## src/rtl/cfg_init_pkg.sv

```systemverilog
// Shared definitions for the power-up register-init sequencer:
// FSM state encoding, default bus widths and table entry packing.
package cfg_init_pkg;

    localparam int unsigned ADDR_W_DEF = 8;
    localparam int unsigned DATA_W_DEF = 16;

    typedef enum logic [2:0] {
        ST_IDLE      = 3'd0,
        ST_ARMED     = 3'd1,
        ST_SETTLE    = 3'd2,
        ST_ISSUE     = 3'd3,
        ST_WAIT_DONE = 3'd4,
        ST_GAP       = 3'd5,
        ST_DONE      = 3'd6,
        ST_ERROR     = 3'd7
    } state_t;

    typedef struct packed {
        logic [ADDR_W_DEF-1:0] addr;
        logic [DATA_W_DEF-1:0] data;
    } entry_t;

    function automatic entry_t pack_entry(input logic [ADDR_W_DEF-1:0] addr,
                                          input logic [DATA_W_DEF-1:0] data);
        entry_t e;
        e.addr = addr;
        e.data = data;
        return e;
    endfunction

    // clog2 with a floor of 1 bit so single-entry/single-cycle cases still get a register
    function automatic int unsigned width_of(input int unsigned n);
        return (n <= 1) ? 1 : $clog2(n);
    endfunction

    function automatic int unsigned max3(input int unsigned a,
                                         input int unsigned b,
                                         input int unsigned c);
        int unsigned m;
        m = a;
        if (b > m) m = b;
        if (c > m) m = c;
        return m;
    endfunction

endpackage

```

## src/rtl/cfg_init_if.sv

```systemverilog
// Request/completion channel between the init sequencer (master) and the
// downstream serial write master (slave).
interface cfg_init_if
    import cfg_init_pkg::*;
#(
    parameter int unsigned ADDR_W = ADDR_W_DEF,
    parameter int unsigned DATA_W = DATA_W_DEF
);
    logic              wr_valid;
    logic              wr_ready;
    logic [ADDR_W-1:0] wr_addr;
    logic [DATA_W-1:0] wr_data;
    logic              wr_done;
    logic              wr_ack_ok;

    modport master (
        output wr_valid, wr_addr, wr_data,
        input  wr_ready, wr_done, wr_ack_ok
    );

    modport slave (
        input  wr_valid, wr_addr, wr_data,
        output wr_ready, wr_done, wr_ack_ok
    );

endinterface

```

## src/rtl/cfg_init_rom.sv

```systemverilog
// Fixed power-up register table: entry index -> {addr, data}.
// Out-of-range indices return entry 0.
module cfg_init_rom
    import cfg_init_pkg::*;
#(
    parameter int unsigned ADDR_W = ADDR_W_DEF,
    parameter int unsigned DATA_W = DATA_W_DEF,
    parameter int unsigned NUM_WR = 16,
    parameter int unsigned IDX_W  = width_of(NUM_WR)
) (
    input  logic [IDX_W-1:0]  idx,
    output logic [ADDR_W-1:0] addr,
    output logic [DATA_W-1:0] data
);

    logic [31:0] sel;
    entry_t      entry;

    always_comb begin
        sel   = (32'(idx) < NUM_WR) ? 32'(idx) : 32'd0;
        entry = '0;
        case (sel)
            32'd0:   entry = pack_entry(8'h01, 16'h00A5);
            32'd1:   entry = pack_entry(8'h02, 16'h1234);
            32'd2:   entry = pack_entry(8'h10, 16'hBEEF);
            32'd3:   entry = pack_entry(8'h11, 16'h0F0F);
            32'd4:   entry = pack_entry(8'h12, 16'h8001);
            32'd5:   entry = pack_entry(8'h20, 16'h0040);
            32'd6:   entry = pack_entry(8'h21, 16'hC0DE);
            32'd7:   entry = pack_entry(8'h22, 16'h7FFF);
            32'd8:   entry = pack_entry(8'h30, 16'h0001);
            32'd9:   entry = pack_entry(8'h31, 16'hA5A5);
            32'd10:  entry = pack_entry(8'h40, 16'h5A5A);
            32'd11:  entry = pack_entry(8'h41, 16'h0000);
            32'd12:  entry = pack_entry(8'h50, 16'hFFFF);
            32'd13:  entry = pack_entry(8'h51, 16'h1357);
            32'd14:  entry = pack_entry(8'h60, 16'h2468);
            32'd15:  entry = pack_entry(8'h7F, 16'h0003);
            default: entry = '0;
        endcase
        addr = ADDR_W'(entry.addr);
        data = DATA_W'(entry.data);
    end

endmodule

```

## src/rtl/cfg_init_seq.sv

```systemverilog
// Power-up register-init sequencer: after slow_rst releases, settles, then
// issues each table entry to the serial write master with retry/timeout.
module cfg_init_seq
    import cfg_init_pkg::*;
#(
    parameter int unsigned ADDR_W     = ADDR_W_DEF,
    parameter int unsigned DATA_W     = DATA_W_DEF,
    parameter int unsigned NUM_WR     = 16,
    parameter int unsigned SETTLE_CYC = 1000,
    parameter int unsigned GAP_CYC    = 64,
    parameter int unsigned TMO_CYC    = 4096,
    parameter int unsigned MAX_RETRY  = 2,
    localparam int unsigned IDX_W     = width_of(NUM_WR)
) (
    input  logic             clk,
    input  logic             reset_sync,
    input  logic             slow_rst,
    cfg_init_if.master       wr,
    output logic             init_busy,
    output logic             init_done,
    output logic             init_err,
    output logic [IDX_W-1:0] err_idx
);

    localparam int unsigned CNT_W = width_of(max3(SETTLE_CYC, GAP_CYC, TMO_CYC));
    localparam int unsigned RTY_W = width_of(MAX_RETRY + 1);

    localparam logic [CNT_W-1:0] SETTLE_LAST = CNT_W'(SETTLE_CYC - 1);
    localparam logic [CNT_W-1:0] GAP_LAST    = CNT_W'((GAP_CYC == 0) ? 0 : GAP_CYC - 1);
    localparam logic [CNT_W-1:0] TMO_LAST    = CNT_W'(TMO_CYC - 1);
    localparam logic [IDX_W-1:0] IDX_LAST    = IDX_W'(NUM_WR - 1);
    localparam logic [RTY_W-1:0] RETRY_MAX   = RTY_W'(MAX_RETRY);

    state_t           state_q, state_d;
    logic [IDX_W-1:0] idx_q, idx_d;
    logic [RTY_W-1:0] retry_q, retry_d;
    logic [CNT_W-1:0] cnt_q, cnt_d;
    logic [IDX_W-1:0] err_idx_q, err_idx_d;
    logic             busy_q, busy_d;
    logic             done_q, done_d;
    logic             err_q, err_d;
    logic             fail;
    logic             issue;
    logic [ADDR_W-1:0] rom_addr;
    logic [DATA_W-1:0] rom_data;

    cfg_init_rom #(
        .ADDR_W (ADDR_W),
        .DATA_W (DATA_W),
        .NUM_WR (NUM_WR),
        .IDX_W  (IDX_W)
    ) u_rom (
        .idx  (idx_q),
        .addr (rom_addr),
        .data (rom_data)
    );

    always_comb begin
        state_d   = state_q;
        idx_d     = idx_q;
        retry_d   = retry_q;
        cnt_d     = cnt_q;
        err_idx_d = err_idx_q;
        fail      = 1'b0;

        if (slow_rst) begin
            state_d   = ST_ARMED;
            idx_d     = '0;
            retry_d   = '0;
            cnt_d     = '0;
            err_idx_d = '0;
        end else begin
            case (state_q)
                ST_IDLE: begin
                end
                ST_ARMED: begin
                    state_d = ST_SETTLE;
                    cnt_d   = '0;
                end
                ST_SETTLE: begin
                    if (cnt_q == SETTLE_LAST) state_d = ST_ISSUE;
                    else                      cnt_d   = cnt_q + 1'b1;
                end
                ST_ISSUE: begin
                    if (wr.wr_ready) begin
                        state_d = ST_WAIT_DONE;
                        cnt_d   = '0;
                    end
                end
                ST_WAIT_DONE: begin
                    // a completion arriving in the timeout cycle takes priority
                    if (wr.wr_done) begin
                        if (wr.wr_ack_ok) begin
                            retry_d = '0;
                            if (idx_q == IDX_LAST) begin
                                state_d = ST_DONE;
                            end else begin
                                idx_d   = idx_q + 1'b1;
                                cnt_d   = '0;
                                state_d = (GAP_CYC == 0) ? ST_ISSUE : ST_GAP;
                            end
                        end else begin
                            fail = 1'b1;
                        end
                    end else if (cnt_q == TMO_LAST) begin
                        fail = 1'b1;
                    end else begin
                        cnt_d = cnt_q + 1'b1;
                    end
                end
                ST_GAP: begin
                    if (cnt_q == GAP_LAST) state_d = ST_ISSUE;
                    else                   cnt_d   = cnt_q + 1'b1;
                end
                ST_DONE, ST_ERROR: begin
                end
                default: state_d = ST_IDLE;
            endcase

            if (fail) begin
                if (retry_q < RETRY_MAX) begin
                    retry_d = retry_q + 1'b1;
                    state_d = ST_ISSUE;
                end else begin
                    state_d   = ST_ERROR;
                    err_idx_d = idx_q;
                end
            end
        end

        // status tracks the state being entered, so it lines up with the state register
        busy_d = (state_d == ST_SETTLE) || (state_d == ST_ISSUE) ||
                 (state_d == ST_WAIT_DONE) || (state_d == ST_GAP);
        done_d = (state_d == ST_DONE);
        err_d  = (state_d == ST_ERROR);
    end

    always_ff @(posedge clk) begin
        if (reset_sync) begin
            state_q   <= ST_IDLE;
            idx_q     <= '0;
            retry_q   <= '0;
            cnt_q     <= '0;
            err_idx_q <= '0;
            busy_q    <= 1'b0;
            done_q    <= 1'b0;
            err_q     <= 1'b0;
        end else begin
            state_q   <= state_d;
            idx_q     <= idx_d;
            retry_q   <= retry_d;
            cnt_q     <= cnt_d;
            err_idx_q <= err_idx_d;
            busy_q    <= busy_d;
            done_q    <= done_d;
            err_q     <= err_d;
        end
    end

    always_comb begin
        issue       = (state_q == ST_ISSUE);
        wr.wr_valid = issue;
        wr.wr_addr  = issue ? rom_addr : '0;
        wr.wr_data  = issue ? rom_data : '0;
        init_busy   = busy_q;
        init_done   = done_q;
        init_err    = err_q;
        err_idx     = err_idx_q;
    end

endmodule

```

## src/flat_wrapper.sv

```systemverilog
// flat-port wrapper written by rule: the top's interface ports become plain ports
module cfg_init_seq_flat import cfg_init_pkg::*;
#(
    parameter int unsigned ADDR_W     = ADDR_W_DEF,
    parameter int unsigned DATA_W     = DATA_W_DEF,
    parameter int unsigned NUM_WR     = 16,
    parameter int unsigned SETTLE_CYC = 1000,
    parameter int unsigned GAP_CYC    = 64,
    parameter int unsigned TMO_CYC    = 4096,
    parameter int unsigned MAX_RETRY  = 2,
    localparam int unsigned IDX_W     = width_of(NUM_WR)
)
  (clk, reset_sync, slow_rst, init_busy, init_done, init_err, err_idx, wr_wr_valid, wr_wr_addr, wr_wr_data, wr_wr_ready, wr_wr_done, wr_wr_ack_ok);
  cfg_init_if #(.ADDR_W(ADDR_W), .DATA_W(DATA_W)) wr_i ();
  input  logic clk;
  input  logic reset_sync;
  input  logic slow_rst;
  output logic init_busy;
  output logic init_done;
  output logic init_err;
  output logic [IDX_W-1:0] err_idx;
  output wire logic [$bits(wr_i.wr_valid)-1:0] wr_wr_valid;
  output wire logic [$bits(wr_i.wr_addr)-1:0] wr_wr_addr;
  output wire logic [$bits(wr_i.wr_data)-1:0] wr_wr_data;
  input wire logic [$bits(wr_i.wr_ready)-1:0] wr_wr_ready;
  input wire logic [$bits(wr_i.wr_done)-1:0] wr_wr_done;
  input wire logic [$bits(wr_i.wr_ack_ok)-1:0] wr_wr_ack_ok;
  assign wr_wr_valid = wr_i.wr_valid;
  assign wr_wr_addr = wr_i.wr_addr;
  assign wr_wr_data = wr_i.wr_data;
  assign wr_i.wr_ready = wr_wr_ready;
  assign wr_i.wr_done = wr_wr_done;
  assign wr_i.wr_ack_ok = wr_wr_ack_ok;
  cfg_init_seq #(.ADDR_W(ADDR_W), .DATA_W(DATA_W), .NUM_WR(NUM_WR), .SETTLE_CYC(SETTLE_CYC), .GAP_CYC(GAP_CYC), .TMO_CYC(TMO_CYC), .MAX_RETRY(MAX_RETRY)) u_core (.clk(clk), .reset_sync(reset_sync), .slow_rst(slow_rst), .wr(wr_i), .init_busy(init_busy), .init_done(init_done), .init_err(init_err), .err_idx(err_idx));
endmodule
```

## config.mk

```make
export PLATFORM = sky130hd
export DESIGN_NAME = cfg_init_seq_flat
export DESIGN_NICKNAME = d
export VERILOG_FILES = /design/src/rtl/cfg_init_pkg.sv /design/src/rtl/cfg_init_if.sv /design/src/rtl/cfg_init_rom.sv /design/src/rtl/cfg_init_seq.sv /design/src/flat_wrapper.sv
export SDC_FILE = /design/constraint.sdc
export NUM_CORES = 1
export LEC_CHECK = 0
export CORE_ASPECT_RATIO = 1.1
export CORE_MARGIN = 4
export CORE_UTILIZATION = 45
export CTS_BUF_LIST = sky130_fd_sc_hd__clkbuf_16
export DETAILED_ROUTE_END_ITERATION = 10
export MAX_ROUTING_LAYER = met4
export PLACE_DENSITY = 0.67
export SLEW_MARGIN = 20
export SYNTH_ARGS = -nofsm -noshare
export SYNTH_HDL_FRONTEND = slang
export SYNTH_SLANG_ARGS = --single-unit
```

## constraint.sdc

```tcl
create_clock -name clk -period 2.9 [get_ports clk]
set_input_delay 0.435 -clock clk [delete_from_list [all_inputs] [get_ports clk]]
set_output_delay 0.435 -clock clk [all_outputs]
set_load 0.05 [all_outputs]
```

==> impl_metrics.json <==
{
  "status": "finished clean",
  "end_kind": "register",
  "wl_um": 6580,
  "crit_type": "input pin to register",
  "stdcell_area_um2": 3710,
  "diodes": 0,
  "synthCells": 331,
  "portBuffers": 36,
  "p_leak_nw": 1.45,
  "initial_core_util_pct": 46.0,
  "die_w_um": 83.6,
  "grt_use_met3_pct": 3.45,
  "power.internal_mw": 1.12,
  "clockBufferDepth": 2,
  "busiest_layer": "met2",
  "slew_headroom_pct": 58.2,
  "netSwitchingPower_mw": 0.296,
  "antenna_left": 0,
  "postPlaceCellArea_um2": 3540,
  "areaGrowthSynthToFinish_pct": 30.9,
  "arrival_ps": 2780,
  "maxCapViolations": 0,
  "crit_fanout": 18,
  "setup_viol": 0,
  "place_inst": 444,
  "finalCritPeriodShare_pct": 90.1,
  "peakVddDrop_mv": 0.230,
  "antenna_found_initial": 0,
  "htree_levels": 2,
  "fin_skew_ps": 3.58,
  "avgSynthCellArea_um2": 8.55,
  "synth_top_flop_cell": "dfxtp_1",
  "whs_path_depth": 2,
  "combPwrFrac_pct": 4.7,
  "holdWs_ps": 475,
  "required_ps": 3060,
  "rr_startpoint": "u_core.state_q[1]",
  "rsz0062_at_grt": "false",
  "hold_start": "u_core.err_idx[2]",
  "first_iter_violations": 77,
  "design.portCount": 38,
  "cts_setup_buffers": 0,
  "grt_max_degree": 25,
  "met1_usage_pct": 21.0,
  "cts-resized-gates": 0,
  "sw_frac_of_total_pct": 20.9,
  "finalHoldViolations": 0,
  "synthArstFlopShare_pct": 0,
  "synth_cell_types": 59,
  "gr-usage-met2_pct": 31.5,
  "worst_setup_path_start_kind": "input pin",
  "overflow": 0,
  "power_frac_seq_pct": 48.8,
  "rows": 30,
  "syn_area_um2": 2830,
  "die_y_um": 91.2,
  "grt_pass1_vias": 2360,
  "post-route-min-period_ps": 2610,
  "crit_start": "wr_wr_done",
  "clkTransAtPathRegs_ps": 70,
  "reg2reg_depth": 7,
  "fmax_mhz": 383,
  "clock_latency_ps": 280,
  "cts_tree": "built",
  "power_density_nw_per_um2": 383,
  "postCtsHoldBufs": 0,
  "final_cells": 452,
  "first_pass_iters": 4,
  "viasPerCell": 5.61,
  "cts.sinks": 50,
  "power_mw": 1.42,
  "root_buffer": "clkbuf_16",
  "post-route-drc-count": 0,
  "coreArea_um2": 6160,
  "die_area_um2": 7620,
  "drt-wirelength-per-cell_um": 14.6,
  "syn_nets": 350,
  "route.vias.total": 2534,
  "synth_warnings": 0,
  "synth-edff-count": 0,
  "place_hpwl_um": 4860,
  "grt_usage_pct": 18.0,
  "place.gp.congestion": 0.839,
  "grt_pass1_wl_um": 11100,
  "ys_seq_elements": 50,
  "fin_setup_tns_ps": 0,
  "nets": 390,
  "tightest_slew_ps": 626,
  "hold_path_class": "register to register",
  "ys_seq_area_share_pct": 35.4,
  "drive_gt1_share_pct": 17.7,
  "cts_buffers": 5,
  "p_clk_share_pct": 46.5,
  "maxSlewViolCount": 0
}
## path summary, 6_finish.rpt
| kind | end | slack (ps) |
|---|---|---|
| worst max-delay path | u_core.u_rom.entry[12] | 290 |
| worst min-delay path | u_core.err_idx[2] | 470 |
| worst max register to register | u_core.u_rom.entry[12] | 390 |
| worst min register to register | u_core.err_idx[2] | 470 |
## synth_stat cells (5+ instances only)
cell type | instances | area [µm²]
dfxtp_1 | 50 | 1000
and2_1 | 24 | 150
a21oi_1 | 19 | 95.1
o21ai_0 | 19 | 95.1
nor2_1 | 18 | 67.6
inv_1 | 17 | 63.8
nand2_1 | 15 | 56.3
mux2i_1 | 14 | 140
ha_1 | 13 | 163
nor3_1 | 10 | 50.1
o31ai_1 | 9 | 67.6
buf_2 | 8 | 40.0
clkbuf_1 | 8 | 30.0
nand3_1 | 8 | 40.0
or4_1 | 8 | 60.1
a31oi_1 | 7 | 43.8
or3_1 | 6 | 37.5
nand3b_1 | 5 | 37.5
## cell type report
type / instances / area (µm²)
well taps: 80 / 100
multi-input cells: 238 / 1610
clock inverters: 3 / 43.8
clock buffers: 5 / 125
fillers: 533 / 2450
repair buffers: 57 / 746
inverters: 19 / 78.8
flip-flops and latches: 50 / 1000
## cell families after synthesis
| family | Yosys count | synth area share (%) |
|---|---|---|
| xor+xnor | 1 | 0.310 |
| compound gates | 83 | 19.1 |
| mux | 15 | 5.35 |
| other cells | 1 | 0.132 |
| simple gates | 125 | 26.1 |
| buf+inv | 43 | 7.87 |
| fa+ha+maj | 13 | 5.75 |
| flops | 50 | 35.4 |
## through the flow
step / util (%) / setup slack [ps]
after floorplan: - / 226
after CTS: 60.2 / 297
after global routing: 60.2 / 114
after global placement: 57.5 / 15.0
after detailed placement: 57.5 / -15.5
final: 60.2 / 287
## layer usage
| layer | part of all wire, % | up-vias |
|---|---|---|
| met3 | 3.7 | 2 |
| met2 | 53 | 57 |
| met5 | 0 | - |
| li1 | - | 1275 |
| met4 | 0.47 | 0 |
| met1 | 43 | 1200 |
## worst max-delay path, stage by stage
cell,delay (ps)
clkdlybuf4s50_1,480
nand4bb_1,250
buf_4,230
or4_4,470
a21o_1,390
inv_8,210
mux2i_1,190
a22oi_1,100
## power groups by stage
stage | clock network, mW | registers (mW) | logic (mW)
floorplan | 0 | 0.708 | 0.0426
global placement | 0 | 0.708 | 0.0662
detailed placement | 0 | 0.709 | 0.0669
CTS | 0.681 | 0.693 | 0.0674
global route | 0.708 | 0.693 | 0.0728
finish | 0.661 | 0.693 | 0.0671
## placed cells by master (no fill, tap or decap), types with 5 or more instances in the layout
cell,netlist,layout
nand3_1,8,8
dfxtp_1,50,50
nor2_1,18,18
buf_12,1,23
o21ai_0,19,19
nand3b_1,5,5
clkbuf_16,0,5
a31oi_1,7,7
mux2i_1,14,14
or4_1,8,8
o31ai_1,9,9
clkdlybuf4s50_1,0,12
nor3_1,10,9
nand2_1,15,15
ha_1,13,13
and2_1,24,24
inv_1,17,17
buf_4,3,22
a21oi_1,19,19
or3_1,6,6
## sequential cells by signal, summed over array words and instances (netlist names)
signal	cells
u_core.init_err	1
u_core.idx_q	4
u_core.u_rom.entry	22
u_core.init_busy	1
u_core.init_done	1
u_core.state_q	3
u_core.retry_q	2
u_core.cnt_q	12
u_core.err_idx	4
(Power assumes the default switching activity.)
